### config.mk
export PLATFORM = sky130hd
export DESIGN_NAME = game_tick_controller
export DESIGN_NICKNAME = d
export VERILOG_FILES = /design/src/rtl/game_pkg.sv /design/src/rtl/tick_prescaler.sv /design/src/rtl/game_tick_controller.sv
export SDC_FILE = /design/constraint.sdc
export NUM_CORES = 1
export LEC_CHECK = 0
export CAP_MARGIN = 10
export CORE_MARGIN = 1.5
export CORE_UTILIZATION = 62
export CTS_BUF_LIST = sky130_fd_sc_hd__clkbuf_8
export CTS_CLUSTER_DIAMETER = 80
export DETAILED_ROUTE_END_ITERATION = 8
export PLACE_DENSITY = 0.84
export SLEW_MARGIN = 5
export SYNTH_ARGS = -nofsm -noshare
export SYNTH_HDL_FRONTEND = slang
export SYNTH_SLANG_ARGS = --single-unit
### constraint.sdc
create_clock -name clk -period 5 [get_ports clk]
set_input_delay 0.5 -clock clk [delete_from_list [all_inputs] [get_ports clk]]
set_output_delay 0.5 -clock clk [all_outputs]
set_load 0.02 [all_outputs]
### src/rtl/game_pkg.sv
// Shared definitions for the game datapath.
//   - 2-bit game-state encodings driven by the top-level game state machine
//   - controller state enum used by game_tick_controller
//   - score width, level width, gap counter width/reload base, LFSR seed
//   - lfsr_next(): one step of the 8-bit Fibonacci LFSR (taps 8,6,5,4)
package game_pkg;

  localparam logic [1:0] S_START        = 2'b00;
  localparam logic [1:0] S_PLAYING      = 2'b01;
  localparam logic [1:0] S_INSTRUCTIONS = 2'b10;
  localparam logic [1:0] S_GAME_OVER    = 2'b11;

  typedef enum logic [1:0] {
    StIdle,
    StRun,
    StFreeze
  } ctrl_state_e;

  localparam int unsigned ScoreW = 14;
  localparam int unsigned LevelW = 3;

  // Gap counter reloads 4..11, so 4 bits suffice.
  localparam int unsigned       GapW    = 4;
  localparam logic [GapW-1:0]   GapInit = 4'd4;

  localparam logic [7:0] LfsrSeed = 8'hA5;

  // Shift left, feedback from taps 8,6,5,4 (bits 7,5,4,3).
  function automatic logic [7:0] lfsr_next(input logic [7:0] cur);
    return {cur[6:0], cur[7] ^ cur[5] ^ cur[4] ^ cur[3]};
  endfunction

endpackage

### src/rtl/tick_prescaler.sv
// Modulo-Div counter with synchronous clear and count enable.
// Ports:
//   clk_i     system clock
//   rst_i     synchronous active-high reset
//   clear_i   force count to 0 (wins over enable_i)
//   enable_i  advance the count this cycle
//   wrap_o    combinational: high in the enabled cycle where the count is Div-1
module tick_prescaler #(
  parameter int unsigned Div = 4
) (
  input  logic clk_i,
  input  logic rst_i,
  input  logic clear_i,
  input  logic enable_i,
  output logic wrap_o
);

  localparam int unsigned       CntW    = (Div > 1) ? $clog2(Div) : 1;
  localparam logic [CntW-1:0]   CntLast = CntW'(Div - 1);

  logic [CntW-1:0] cnt_q, cnt_d;

  assign wrap_o = enable_i && (cnt_q == CntLast);

  always_comb begin
    cnt_d = cnt_q;
    if (clear_i) begin
      cnt_d = '0;
    end else if (enable_i) begin
      cnt_d = wrap_o ? '0 : cnt_q + CntW'(1);
    end
  end

  always_ff @(posedge clk_i) begin
    if (rst_i) begin
      cnt_q <= '0;
    end else begin
      cnt_q <= cnt_d;
    end
  end

endmodule

### src/rtl/game_tick_controller.sv
// Playing-phase sequencer: follows the game state word and produces the frame,
// obstacle-move and obstacle-spawn strobes, plus score, level and high score.
// Ports:
//   clk         system clock
//   rst         synchronous active-high reset
//   state       game state (00 START, 01 PLAYING, 10 INSTRUCTIONS, 11 GAME_OVER)
//   collision   collision detector output
//   frame_tick  one-cycle pulse per frame while running
//   move_tick   one-cycle pulse: obstacles advance one step
//   spawn_req   one-cycle pulse: spawn an obstacle (only together with move_tick)
//   score       current score, saturating at SCORE_MAX
//   level       difficulty level, saturating at MAX_LEVEL
//   high_score  best score since reset
// Build option: define GAME_HIGH_SCORE_EN to build the high-score register;
// otherwise high_score is tied to 0.
module game_tick_controller
  import game_pkg::*;
#(
  parameter int unsigned TICK_DIV   = 833333,
  parameter int unsigned MOVE_BASE  = 8,
  parameter int unsigned LEVEL_STEP = 100,
  parameter int unsigned MAX_LEVEL  = 7,
  parameter int unsigned SCORE_MAX  = 9999
) (
  input  logic              clk,
  input  logic              rst,
  input  logic [1:0]        state,
  input  logic              collision,
  output logic              frame_tick,
  output logic              move_tick,
  output logic              spawn_req,
  output logic [ScoreW-1:0] score,
  output logic [LevelW-1:0] level,
  output logic [ScoreW-1:0] high_score
);

  localparam int unsigned FrameW = $clog2(MOVE_BASE + 1);
  localparam int unsigned PtsW   = $clog2(LEVEL_STEP + 1);

  localparam logic [FrameW-1:0] FrameLast = FrameW'(MOVE_BASE - 1);
  localparam logic [PtsW-1:0]   PtsStep   = PtsW'(LEVEL_STEP);
  localparam logic [ScoreW-1:0] ScoreMax  = ScoreW'(SCORE_MAX);
  localparam logic [LevelW-1:0] LevelMax  = LevelW'(MAX_LEVEL);

  ctrl_state_e ctrl_q, ctrl_d;
  logic        enter_run;  // full clear of the play counters this cycle
  logic        stay_run;   // RUN and remaining in RUN: the only cycles that count

  logic [FrameW-1:0] frame_q, frame_d, frame_target;
  logic [GapW-1:0]   gap_q, gap_d, gap_reload;
  logic [PtsW-1:0]   pts_q, pts_d;
  logic [ScoreW-1:0] score_q, score_d;
  logic [LevelW-1:0] level_q, level_d;
  logic [7:0]        lfsr_q;
  logic              frame_tick_q, move_tick_q, spawn_req_q;

  logic frame_wrap, move_due, spawn_due, score_inc, level_up;

  // ---------------------------------------------------------------------------
  // Controller FSM
  // ---------------------------------------------------------------------------
  always_comb begin
    ctrl_d    = ctrl_q;
    enter_run = 1'b0;
    stay_run  = 1'b0;
    unique case (ctrl_q)
      StIdle: begin
        if (state == S_PLAYING) begin
          ctrl_d    = StRun;
          enter_run = 1'b1;
        end
      end
      StRun: begin
        // collision freezes at once, covering the state machine's one-cycle lag
        if ((state == S_GAME_OVER) || collision) begin
          ctrl_d = StFreeze;
        end else if (state == S_PLAYING) begin
          stay_run = 1'b1;
        end else begin
          ctrl_d = StIdle;
        end
      end
      StFreeze: begin
        if ((state == S_START) || (state == S_INSTRUCTIONS)) begin
          ctrl_d = StIdle;
        end else if ((state == S_PLAYING) && !collision) begin
          ctrl_d    = StRun;
          enter_run = 1'b1;
        end
      end
      default: ctrl_d = StIdle;
    endcase
  end

  // ---------------------------------------------------------------------------
  // Frame prescaler: held at 0 whenever the game is not actively running
  // ---------------------------------------------------------------------------
  tick_prescaler #(
    .Div(TICK_DIV)
  ) u_frame_prescaler (
    .clk_i   (clk),
    .rst_i   (rst),
    .clear_i (~stay_run),
    .enable_i(stay_run),
    .wrap_o  (frame_wrap)
  );

  // Higher level shortens the move period by one frame per level.
  assign frame_target = FrameLast - FrameW'(level_q);
  assign gap_reload   = GapInit + {1'b0, lfsr_q[2:0]};

  assign move_due  = stay_run && frame_wrap && (frame_q == frame_target);
  assign spawn_due = move_due && (gap_q == GapW'(1));
  assign score_inc = move_due && (score_q < ScoreMax);
  assign level_up  = stay_run && (pts_q == PtsStep);

  // ---------------------------------------------------------------------------
  // Play counters
  // ---------------------------------------------------------------------------
  always_comb begin
    frame_d = frame_q;
    gap_d   = gap_q;
    pts_d   = pts_q;
    score_d = score_q;
    level_d = level_q;

    if (!stay_run) begin
      frame_d = '0;
    end else if (frame_wrap) begin
      frame_d = move_due ? '0 : frame_q + FrameW'(1);
    end

    if (enter_run) begin
      gap_d = GapInit;
    end else if (ctrl_q == StIdle) begin
      gap_d = '0;
    end else if (move_due) begin
      gap_d = spawn_due ? gap_reload : gap_q - GapW'(1);
    end

    if (enter_run) begin
      score_d = '0;
    end else if (score_inc) begin
      score_d = score_q + ScoreW'(1);
    end

    // Points only accrue while the score actually grows.
    if (enter_run) begin
      pts_d = '0;
    end else if (level_up) begin
      pts_d = score_inc ? PtsW'(1) : '0;
    end else if (score_inc) begin
      pts_d = pts_q + PtsW'(1);
    end

    if (enter_run) begin
      level_d = '0;
    end else if (level_up && (level_q < LevelMax)) begin
      level_d = level_q + LevelW'(1);
    end
  end

  always_ff @(posedge clk) begin
    if (rst) begin
      ctrl_q       <= StIdle;
      frame_q      <= '0;
      gap_q        <= '0;
      pts_q        <= '0;
      score_q      <= '0;
      level_q      <= '0;
      lfsr_q       <= LfsrSeed;
      frame_tick_q <= 1'b0;
      move_tick_q  <= 1'b0;
      spawn_req_q  <= 1'b0;
    end else begin
      ctrl_q       <= ctrl_d;
      frame_q      <= frame_d;
      gap_q        <= gap_d;
      pts_q        <= pts_d;
      score_q      <= score_d;
      level_q      <= level_d;
      // free-running in every state so spawn gaps depend on menu timing
      lfsr_q       <= lfsr_next(lfsr_q);
      frame_tick_q <= stay_run && frame_wrap;
      move_tick_q  <= move_due;
      spawn_req_q  <= spawn_due;
    end
  end

  // ---------------------------------------------------------------------------
  // High score
  // ---------------------------------------------------------------------------
`ifdef GAME_HIGH_SCORE_EN
  logic [ScoreW-1:0] high_q, high_d;

  always_comb begin
    high_d = high_q;
    if ((ctrl_q == StRun) && (ctrl_d == StFreeze) && (score_q > high_q)) begin
      high_d = score_q;
    end
  end

  always_ff @(posedge clk) begin
    if (rst) begin
      high_q <= '0;
    end else begin
      high_q <= high_d;
    end
  end

  assign high_score = high_q;
`else
  assign high_score = '0;
`endif

  assign frame_tick = frame_tick_q;
  assign move_tick  = move_tick_q;
  assign spawn_req  = spawn_req_q;
  assign score      = score_q;
  assign level      = level_q;

endmodule

======== Word-level counts from Yosys, hierarchy flattened ========
Index checks and enable logic that the tools add are counted.
word-level totals
  register bits after elaboration ......... 65
  bits of input ports ..................... 5
  output and inout port bits .............. 34
operators by class
  $add $sub $neg .......................... 8
  magnitude comparators ................... 2
  eq/ne operators ......................... 12
  multiplexer cells ....................... 20
  bitwise gates (word level) .............. 4
  reduce and logical (&&, ||, !) cells .... 20
operators with widths
  operator                                                           number
  20-bit by 1-bit adder with 20-bit output, second input constant    1
  20-bit == test, second input constant                              1
  14-bit by 1-bit adder with 14-bit output, second input constant    1
  14-bit < comparator, second input constant                         1
  7-bit two-way mux                                                  2
  2-bit two-way mux                                                  5
  3-bit two-way mux                                                  3
  1-bit logical AND                                                  8
  4-bit two-way mux                                                  2
  7-bit by 1-bit adder with 7-bit output, second input constant      1
  7-bit == test, second input constant                               1
  2-bit == test, second input constant                               3
  1-bit two-way mux                                                  6
  3-bit inequality test, second input constant                       2
  2-bit one-hot mux with 3 select lines                              1
  3-bit OR reduction                                                 2
  3-bit by 3-bit adder with 4-bit output, first input constant       1
  4-bit by 1-bit adder with 4-bit output, second input constant      1
  2-bit by 1-bit == test with 1-bit output, second input constant    2
  4-bit by 1-bit == test with 1-bit output, second input constant    1
  4-bit == test                                                      1
  2-bit zero test                                                    2
  2-bit OR reduction                                                 2
  3-bit by 3-bit subtractor with 4-bit output, first input constant  1
  12 further kinds                                                   15

======== Logic depth before layout (Yosys ltp) ========
Gate-level depths: netlist (run 1).
  depth after elaboration ................. 12
  depth in mapped cells ................... 9

======== By module ========
A second synthesis (run 1) with hierarchy kept.
unflattened totals
  cell total of the unflattened synthesis .. 371
  area total of the unflattened synthesis .. 3239.4 um^2
by module, submodules not included
  module                instances  cells an instance  area each (um^2)  sequential area each (um^2)
  game_tick_controller  1          255                2212.1            900.9
  tick_prescaler        1          116                1027.2            400.4

======== Least setup slack after synthesis (run 1) ========
OpenSTA, ideal clock, no wires.
  path kind ............................... flip-flop to flip-flop
  from .................................... register level_q[1], in the netlist level[1]
  to ...................................... register score_q[5], in the netlist score[5]
  library setup time ...................... 70 ps
  arrival time ............................ 2158 ps
  data required time ...................... 4930 ps
  path slack .............................. 2771 ps
  stages on the path, launching flop included .. 7
  buffers on the path ..................... 1
  clock period less this slack ............ 2229 ps
  cells stage by stage .................... dfxtp_1 -> xnor2_1 -> or4_4 -> or3_1 -> buf_2 -> or4_1 -> a21oi_1
between the ends
  longest elaborated chain between the ends .. 4
ends and longest elaborated chain
  what                                         RTL line                     RTL
  from (decl)                                  game_tick_controller.sv:53   logic [LevelW-1:0] level_q, level_d;
  from (signal assigned)                       game_tick_controller.sv:181  level_q <= level_d;
  3-bit by 3-bit subtractor with 4-bit output  game_tick_controller.sv:109  assign frame_target = FrameLast - FrameW'(level_q);
  4-bit == test                                game_tick_controller.sv:112  assign move_due = stay_run && frame_wrap && (frame_q == frame_target);
  1-bit logical AND                            game_tick_controller.sv:112
  1-bit logical AND                            game_tick_controller.sv:114  assign score_inc = move_due && (score_q < ScoreMax);
  to (signal assigned)                         game_tick_controller.sv:180  score_q <= score_d;
  to (decl)                                    game_tick_controller.sv:52   logic [ScoreW-1:0] score_q, score_d;
Every way passes these cells.
A chain may end at the register's enable or synchronous reset.

======== Worst setup path after layout (run 1) ========
  from .................................... input state[1]
  to ...................................... register score_q[5], in the netlist score[5]
between the ends
  longest elaborated chain between the ends .. 8
ends and longest elaborated chain
  what                                                                       RTL line                                                                            RTL
  from (decl)                                                                game_tick_controller.sv:27                                                          input logic [1:0] state,
  2-bit by 1-bit == test with 1-bit output or 2-bit == test (tied branches)  -
  1-bit two-way mux or 1-bit logical OR (tied branches)                      game_tick_controller.sv:68, game_tick_controller.sv:77, game_tick_controller.sv:75
  1-bit two-way mux                                                          game_tick_controller.sv:75                                                          if ((state == S_GAME_OVER) || collision) begin
  1-bit two-way mux                                                          game_tick_controller.sv:66                                                          unique case (ctrl_q)
  1-bit logical AND                                                          tick_prescaler.sv:23                                                                assign wrap_o = enable_i && (cnt_q == CntLast);
  1-bit logical AND (2 in series)                                            game_tick_controller.sv:112
  1-bit logical AND                                                          game_tick_controller.sv:114
Parallel ways exist; a longest one is shown, timed or not.

==> flow_summary_export.csv, run 1 <==
group,metric,value,unit
status,status,"finished clean",
worst_hold_path,hold_depth,1,
die,initial_core_util,0.640,
global_route,grt_max_degree,21,
route,routed-via-count,2838,
yosys,synth_area,0.00325,mm2
worst_hold_path,hold_path_class,"reg2reg",
setup_path,rr_worst_depth,5,
yosys,synth_compound_area_frac,0.129,
timing,worst_slew_pin_slew,0.858,ns
clocking,cts-root-buf,"clkbuf_8",
finish,stdcell_count,477,
yosys,synth_area_leaders,"dfxtp_1 (40%), nor2_1 (4.7%), a21oi_1 (4.6%)",
route,drt-wirelength-per-cell,13.8,um
clocking,cts-resized-gates,0,
setup_path,start_kind,"primary input",
finish,num-fill-cells,383,
placement,gp_congestion,0.905,
die,num_io_pins,39,
route,wl_met1,2970,um
finish,area_growth,12.0,%
clocking,cts_num_sinks,65,
placement,placedCellCount,462,
yosys,ys_seq_elements,65,
timing,fin_crit_sh,0.568,
clocking,cts_hold_buf,0,
power_and_ir_drop,finalPower,0.000942,W
yosys,synth.area.mux_share,0.00308,
clocking,post_cts_buffers,0,
global_route,grt_usage,0.254,
global_route,grt_overflow,0,
timing,finalHoldViolCount,0,
setup_path,path_class,"in2reg",
setup_path,critPathCaptureType,"flip-flop",
setup_path,worstPathMaxFanout,18,
run,drv_cap,0,
power_and_ir_drop,p_per_area,259,mW/mm2
yosys,synth_top_area_cell,"dfxtp_1",
timing,slew_headroom,0.427,
route,highest_layer,"met4",
clocking,path_clk_slew,0.07,ns
placement,dp_hpwl,4670,um
die,die_x,75.4,um
finish,drive_gt1_frac,0.0639,
clocking,htree_levels,3,
yosys,yosysSeqAreaShare,0.401,
finish,diodes,0,
clocking,clkLatencyLatePin,0.33,ns
yosys,synth_xor_area_frac,0.0674,
finish,post-route-util,0.717,
yosys,syn-instance-count,381,
route,wl_met2,3270,um
yosys,synth_fa_ha_area_frac,0.0385,
clocking,clockBufferDepth,2,
route,wl_met3,283,um
finish,layout.nets,418,
yosys,synth-simple-area-share,0.297,
power_and_ir_drop,p_leak,1.21,nW
clocking,cts-buffers-inserted,9,
yosys,synthArstFlopShare,0,
timing,period_needed,2.84,ns
route,dr.first_iter.drc_count,190,
placement,portBuffers,24,
setup_path,required,5.25,ns
route,ant_nets,0,
yosys,ys.flop_type,"dfxtp_1",
yosys,synth-edff-count,0,
setup_path,arrival,3.09,ns
timing,fmax,0.352,GHz
global_route,grt_pass1_vias,2541,
timing,tns,0,ns
yosys,syn_avg_cell_area,8.52,um2
route,drc,0,
die,die_y,75.4,um
finish,final_cell_mix,"dfxtp_1 (65), nor2_1 (41), a21oi_1 (30)",
timing,fin_skew,0.00326,ns
yosys,ys_warn_count,0,
global_route,grt_first_pass_wirelength,11200,um
route,wirelength,6600,um
die,placementRows,26,
clocking,cts_tree,"yes",
timing,grt_setup_unrepaired,"no",
power_and_ir_drop,ir_worst_vdd,0.000206,V
timing,final-max-slew-violation-count,0,
timing,setup_viol,0,
global_route,grt_antenna_before_repair,0,
die,coreArea,0.00507,mm2
die,design.die.area,0.00568,mm2
yosys,synth_top_family_by_area,"simple AND/OR/NAND/NOR gates",
route,vias_per_cell,5.95,
yosys,synth_top_area_frac,0.401,
yosys,ys_types,49,
finish,final_common_cell,"dfxtp_1",
route,drt_pre_antenna_iters,5,
final timing paths:
check        slack (ns)       from         to
max                2.16   state[1]   score[5]
min                0.42  lfsr_q[6]  lfsr_q[7]
max reg2reg        2.42  ctrl_q[1]   score[5]
min reg2reg        0.42  lfsr_q[6]  lfsr_q[7]
power breakdown:
group / internal, W / switching [W] / leakage, nW / total [W]
clock network: 0.000185 / 0.000191 / 0.0929 / 0.000376
logic: 0.0000123 / 0.0000243 / 0.589 / 0.0000367
registers: 0.000525 / 0.00000497 / 0.526 / 0.000530
total: 0.000722 / 0.000220 / 1.21 / 0.000942
state kept, by name, indices dropped and copies added, names as in the netlist, 2 cells and up:
register                 cells
ctrl_q                       2
level                        3
gap_q                        4
lfsr_q                       8
pts_q                        7
u_frame_prescaler.cnt_q     20
score                       14
frame_q                      4
worst max-delay path, cell delays in order:
cell	delay [ns]
clkdlybuf4s50_1	0.47
nor4b_2	0.50
nand4_1	0.27
or3_1	0.64
or4_1	0.54
a21oi_1	0.16
kinds of logic (layout without fill, tap and decap cells):
logic type      after synthesis  after routing
xor+xnor                     25             25
mux                           1              1
other cells                   1             14
compound gates               68             68
simple gates                171            171
buf+inv                      40             53
fa+ha+maj                    10             10
flops                        65             65
cells in the mapped netlist, types with 2 or more instances:
master    number
nand2_1       21
ha_1          10
a211oi_1       3
buf_4         14
nor4_1         6
a21oi_1       30
xor2_1         8
o31ai_1        9
nor2_1        41
and3_1        10
nand4b_1       2
and4_1         6
nor2b_1        7
nand2b_1       4
clkbuf_1      11
o41ai_1        4
a21o_1         2
and4b_1        2
xnor2_1       17
o21ai_0       10
nor4bb_1       2
nand4_1       10
or2_2          6
or3_1          4
nor4b_1        3
nand3_1       23
dfxtp_1       65
o211ai_1       3
inv_1         13
or4_1         14
nor3_1         3
metrics by stage:
step / instance area [um2] / worst slack [ns] / hold slack (ns)
4_1_cts: 3640 / 2.21 / 0.423
3_5_place_dp: 3480 / 1.90 / 0.403
2_1_floorplan: 3300 / 2.77 / 0.389
3_3_place_gp: 3480 / 2.05 / 0.396
5_1_grt: 3640 / 2.07 / 0.448
6_report: 3640 / 2.16 / 0.421
metal layers:
metal  vias up  GRT usage
li1       1396          -
met1      1362      0.312
met2        70      0.428
met3        10     0.0648
met4         0      0.103
met5         -          0
layout make-up:
type / count / area (um2) / share of cell area
clock buffers: 10 / 138 / 0.0378
clock inverters: 5 / 23.8 / 0.00654
flip-flops and latches: 65 / 1300 / 0.358
inverters: 13 / 48.8 / 0.0134
repair buffers: 25 / 248 / 0.0681
multi-input cells: 289 / 1790 / 0.492
well taps: 70 / 87.6 / 0.0241
Power figures use the tool's default switching activity.
==> inputs of run 2 (changes only) <==
Settings changed: CORE_UTILIZATION 62 to 58, PLACE_DENSITY 0.84 to 0.8.
Clock period 5 ns to 2.8 ns, I/O delays scaled along.
==> run 2 against run 1 <==
  * Wire length is 1.2% higher
  * Power grew 82%
  * Clock skew grew 0.0048 ns
  * First-iteration DRC count rose by 15%
  * Largest cell class unchanged
  * Non-clock buffer count is 10 higher
  * Clock power up 85%
  * Worst setup slack got worse by 1.7 ns
  * Critical path depth is 1 lower
  * Combinational power increased by 94%
  * Largest power group unchanged
  * Cell area increased by 2.4%
==> flow_summary_export.csv, run 2 (same netlist as run 1, synthesis figures left out) <==
group,metric,value,unit
finish,area_growth,14.7,%
clocking,cts-resized-gates,0,
global_route,grt_usage,0.236,
route,drc,0,
setup_path,arrival,2.64,ns
timing,worst_slew_pin_slew,0.655,ns
route,vias_per_cell,5.71,
timing,fmax,0.422,GHz
finish,final_cell_mix,"dfxtp_1 (65), nor2_1 (41), a21oi_1 (30)",
route,drt_pre_antenna_iters,5,
timing,fin_crit_sh,0.847,
finish,final_common_cell,"dfxtp_1",
timing,grt_setup_unrepaired,"no",
power_and_ir_drop,p_leak,1.24,nW
clocking,cts_hold_buf,0,
timing,setup_viol,0,
placement,placedCellCount,474,
finish,drive_gt1_frac,0.0887,
global_route,grt_overflow,0,
global_route,grt_max_degree,21,
timing,final-max-slew-violation-count,0,
setup_path,start_kind,"flip-flop",
setup_path,path_class,"reg2reg",
placement,dp_hpwl,4710,um
finish,diodes,0,
finish,layout.nets,428,
route,ant_nets,0,
power_and_ir_drop,p_sw_frac,0.242,
timing,fin_skew,0.00804,ns
power_and_ir_drop,clkPwrFrac,0.407,
placement,gp_congestion,0.856,
die,die_x,77.8,um
timing,finalHoldViolCount,0,
clocking,cts-buffers-inserted,9,
die,coreArea,0.00544,mm2
power_and_ir_drop,p_sw,0.000414,W
clocking,clockBufferDepth,2,
power_and_ir_drop,seq_power_share,0.552,
power_and_ir_drop,ir_worst_vdd,0.000389,V
status,status,"finished clean",
setup_path,worstPathMaxFanout,14,
global_route,grt_first_pass_wirelength,11500,um
timing,whs,0.411,ns
route,routed-via-count,2791,
route,wirelength,6680,um
die,die_y,77.8,um
finish,stdcell_count,489,
finish,largest_reg_flops,20,
setup_path,critPathCaptureType,"flip-flop",
worst_hold_path,hold_path_class,"reg2reg",
route,dr.first_iter.drc_count,219,
power_and_ir_drop,p_per_area,460,mW/mm2
clocking,htree_levels,3,
route,drt-wirelength-per-cell,13.7,um
clocking,cts_tree,"yes",
clocking,path_clk_slew,0.07,ns
timing,tns,0,ns
power_and_ir_drop,pwr-share-comb,0.042,
clocking,cts-root-buf,"clkbuf_8",
global_route,grt_antenna_before_repair,0,
clocking,clkLatencyLatePin,0.34,ns
timing,slew_headroom,0.560,
placement,portBuffers,24,
die,initial_core_util,0.597,
die,num_io_pins,39,
clocking,cts_num_sinks,65,
timing,period_needed,2.37,ns
finish,largest_register,"u_frame_prescaler.cnt_q",
die,placementRows,27,
power_and_ir_drop,p_int,0.00130,W
global_route,grt_pass1_vias,2605,
die,design.die.area,0.00606,mm2
clocking,post_cts_buffers,0,
setup_path,required,3.07,ns
run,drv_cap,0,
run 2: final cells by class:
type	instances	area, um2
Fill cell	443	1720
Clock inverter	5	32.5
Inverter	13	48.8
Sequential cell	65	1300
Timing Repair Buffer	35	323
Multi-Input combinational cell	289	1790
Clock buffer	10	138
Tap cell	72	90.1
run 2: worst paths after layout:
path	end	slack (ns)	start	cells after the start
max	score[7]	0.43	frame_q[1]	5
min	lfsr_q[7]	0.41	lfsr_q[6]	1
max reg2reg	score[7]	0.43	frame_q[1]	5
min reg2reg	lfsr_q[7]	0.41	lfsr_q[6]	1
run 2: power by group through the flow:
stage / sequential, W / combinational (W) / clock (W)
floorplan: 0.000963 / 0.0000652 / 0
global placement: 0.000966 / 0.0000691 / 0
detailed placement: 0.000967 / 0.0000712 / 0
CTS: 0.000945 / 0.0000714 / 0.000704
global route: 0.000947 / 0.0000775 / 0.000747
finish: 0.000946 / 0.0000713 / 0.000697
run 2: metal layers:
metal / routed length (um) / GRT usage / share of wire
met3: 328 / 0.0647 / 0.049
met5: 0 / 0 / 0
met1: 3080 / 0.293 / 0.46
met2: 3170 / 0.396 / 0.47
met4: 104 / 0.0727 / 0.016
run 2: metrics by stage:
step / setup slack, ns / cell area, um2 / util / total power (W)
floorplan: 0.571 / 3300 / - / 0.00103
global placement: 0.256 / 3550 / 0.653 / 0.00104
detailed placement: 0.142 / 3550 / 0.653 / 0.00104
CTS: 0.423 / 3720 / 0.685 / 0.00172
global route: 0.200 / 3720 / 0.685 / 0.00177
finish: 0.429 / 3720 / 0.685 / 0.00171
run 2: critical path, cell delays in order (launching register included):
cell and delay, ns:
dfxtp_1 0.39, xnor2_1 0.12, or4_4 0.56, or3_1 0.53
or4_1 0.54, a21oi_1 0.15
==> inputs of run 3 (changes only) <==
Clock period 2.8 ns to 2.4 ns, I/O delays scaled along.
==> run 3 against run 2 <==
  * Combinational power up 21%
  * Global-route usage up 0.94 points
  * Sequential cell count unchanged
  * Count of clock-buffer cells in the layout up 3
  * Maximum frequency up 4.8%
  * Power up 21%
  * Critical path type unchanged
==> flow_summary_export.csv, run 3 (same netlist as run 1, synthesis figures left out) <==
group,metric,value,unit
timing,fin_crit_sh,0.943,
placement,portBuffers,24,
clocking,clockBufferDepth,2,
finish,final_cell_mix,"dfxtp_1 (65), nor2_1 (41), a21oi_1 (30)",
worst_hold_path,hold_path_class,"reg2reg",
placement,placedCellCount,484,
clocking,cts-resized-gates,0,
timing,setup_viol,0,
clocking,cts-buffers-inserted,9,
timing,slew_headroom,0.577,
clocking,path_clk_slew,0.07,ns
global_route,grt_max_degree,21,
status,status,"finished clean",
setup_path,required,2.67,ns
finish,post-route-util,0.707,
finish,layout.nets,438,
power_and_ir_drop,p_per_area,539,mW/mm2
route,drt_pre_antenna_iters,5,
setup_path,start_kind,"flip-flop",
route,drc,0,
die,initial_core_util,0.597,
die,num_io_pins,39,
global_route,grt_antenna_before_repair,0,
timing,fin_skew,0.00561,ns
timing,period_needed,2.26,ns
timing,whs,0.411,ns
route,routed-via-count,2922,
timing,tns,0,ns
finish,stdcell_count,500,
global_route,grt_first_pass_wirelength,11900,um
setup_path,path_cells,"inv_1 > ha_1 > nor4bb_1 > nand3_1 > or3_4 > buf_4 > or3_1 > a21oi_1",
clocking,cts-root-buf,"clkbuf_8",
setup_path,arrival,2.54,ns
die,coreArea,0.00544,mm2
die,die_y,77.8,um
finish,final_common_cell,"dfxtp_1",
clocking,cts_num_sinks,65,
timing,final-max-slew-violation-count,0,
finish,drive_gt1_frac,0.114,
setup_path,cp_slowest_stage_delay,0.50,ns
die,placementRows,27,
clocking,htree_levels,3,
run,drv_cap,0,
route,ant_nets,0,
die,design.die.area,0.00606,mm2
setup_path,slowest_stage,"or3_4",
placement,dp_hpwl,4830,um
placement,gp_congestion,0.815,
die,die_x,77.8,um
global_route,grt_pass1_vias,2729,
clocking,clkLatencyLatePin,0.34,ns
timing,worst_slew_pin_slew,0.629,ns
finish,diodes,0,
power_and_ir_drop,ir_worst_vdd,0.000464,V
global_route,grt_overflow,0,
setup_path,worstPathMaxFanout,10,
finish,area_growth,18.4,%
route,dr.first_iter.drc_count,145,
timing,layout_setup_ws,0.138,ns
route,wirelength,6920,um
setup_path,critPathCaptureType,"flip-flop",
clocking,cts_hold_buf,0,
global_route,grt_usage,0.245,
timing,fmax,0.442,GHz
route,vias_per_cell,5.84,
finish,largest_register,"u_frame_prescaler.cnt_q",
power_and_ir_drop,p_leak,1.32,nW
route,drt-wirelength-per-cell,13.8,um
finish,largest_reg_flops,20,
clocking,cts_tree,"yes",
clocking,post_cts_buffers,0,
timing,finalHoldViolCount,0,
setup_path,path_class,"reg2reg",
placement,preCtsSetupSlack,-0.111,ns
==> run 3: changes by cell type in the layout (fill, tap and decap cells not counted), sizes merged <==
cell      previous run  this run
clkinvlp             3         0
buf                 11        21
clkbuf              10        13
inv                 13        14
==> run 3: worst paths after layout <==
| check | start | endpoint | slack (ns) | cells past startpoint |
|---|---|---|---|---|
| worst max-delay path | u_frame_prescaler.cnt_q[0] | score[0] | 0.14 | 8 |
| worst min-delay path | lfsr_q[6] | lfsr_q[7] | 0.41 | 1 |
| worst max register to register | u_frame_prescaler.cnt_q[0] | score[0] | 0.14 | 8 |
| worst min register to register | lfsr_q[6] | lfsr_q[7] | 0.41 | 1 |
==> run 3: per-stage QoR <==
step / instance area, um2 / total power (W)
6_report: 3840 / 0.00207
5_1_grt: 3840 / 0.00215
4_1_cts: 3830 / 0.00209
3_5_place_dp: 3640 / 0.00121
3_3_place_gp: 3640 / 0.00121
2_1_floorplan: 3300 / 0.00120
==> run 3: worst max-delay path: cells and delay by family (launching register included) <==
family	cells	cell delay, ns
buffers and inverters	2	0.24
AO/OA/AOI/OAI	1	0.16
adder cells (fa/ha/maj)	1	0.17
AND/OR/NAND/NOR	4	1.28
flip-flops	1	0.35
==> run 3: metal layers <==
layer | vias to the layer above | global-route usage | routed length (um)
met5 | - | 0 | 0
met4 | 0 | 0.153 | 171
met3 | 20 | 0.0471 | 358
met2 | 84 | 0.396 | 3350
met1 | 1381 | 0.300 | 3040
li1 | 1437 | - | -
==> run 3: final cells by class <==
| type | instances | area, um2 |
|---|---|---|
| clock buffer | 13 | 179 |
| clock inverter | 3 | 13.8 |
| fill | 437 | 1590 |
| inverter | 13 | 48.8 |
| multi-input combinational | 289 | 1800 |
| sequential | 65 | 1300 |
| tap | 72 | 90.1 |
| timing repair buffer | 45 | 410 |
==> run 3: where the power goes <==
| group | internal [W] | switching, W |
|---|---|---|
| clock | 0.000481 | 0.000402 |
| sequential | 0.00109 | 0.0000103 |
| combinational | 0.0000333 | 0.0000533 |
| total | 0.00161 | 0.000465 |
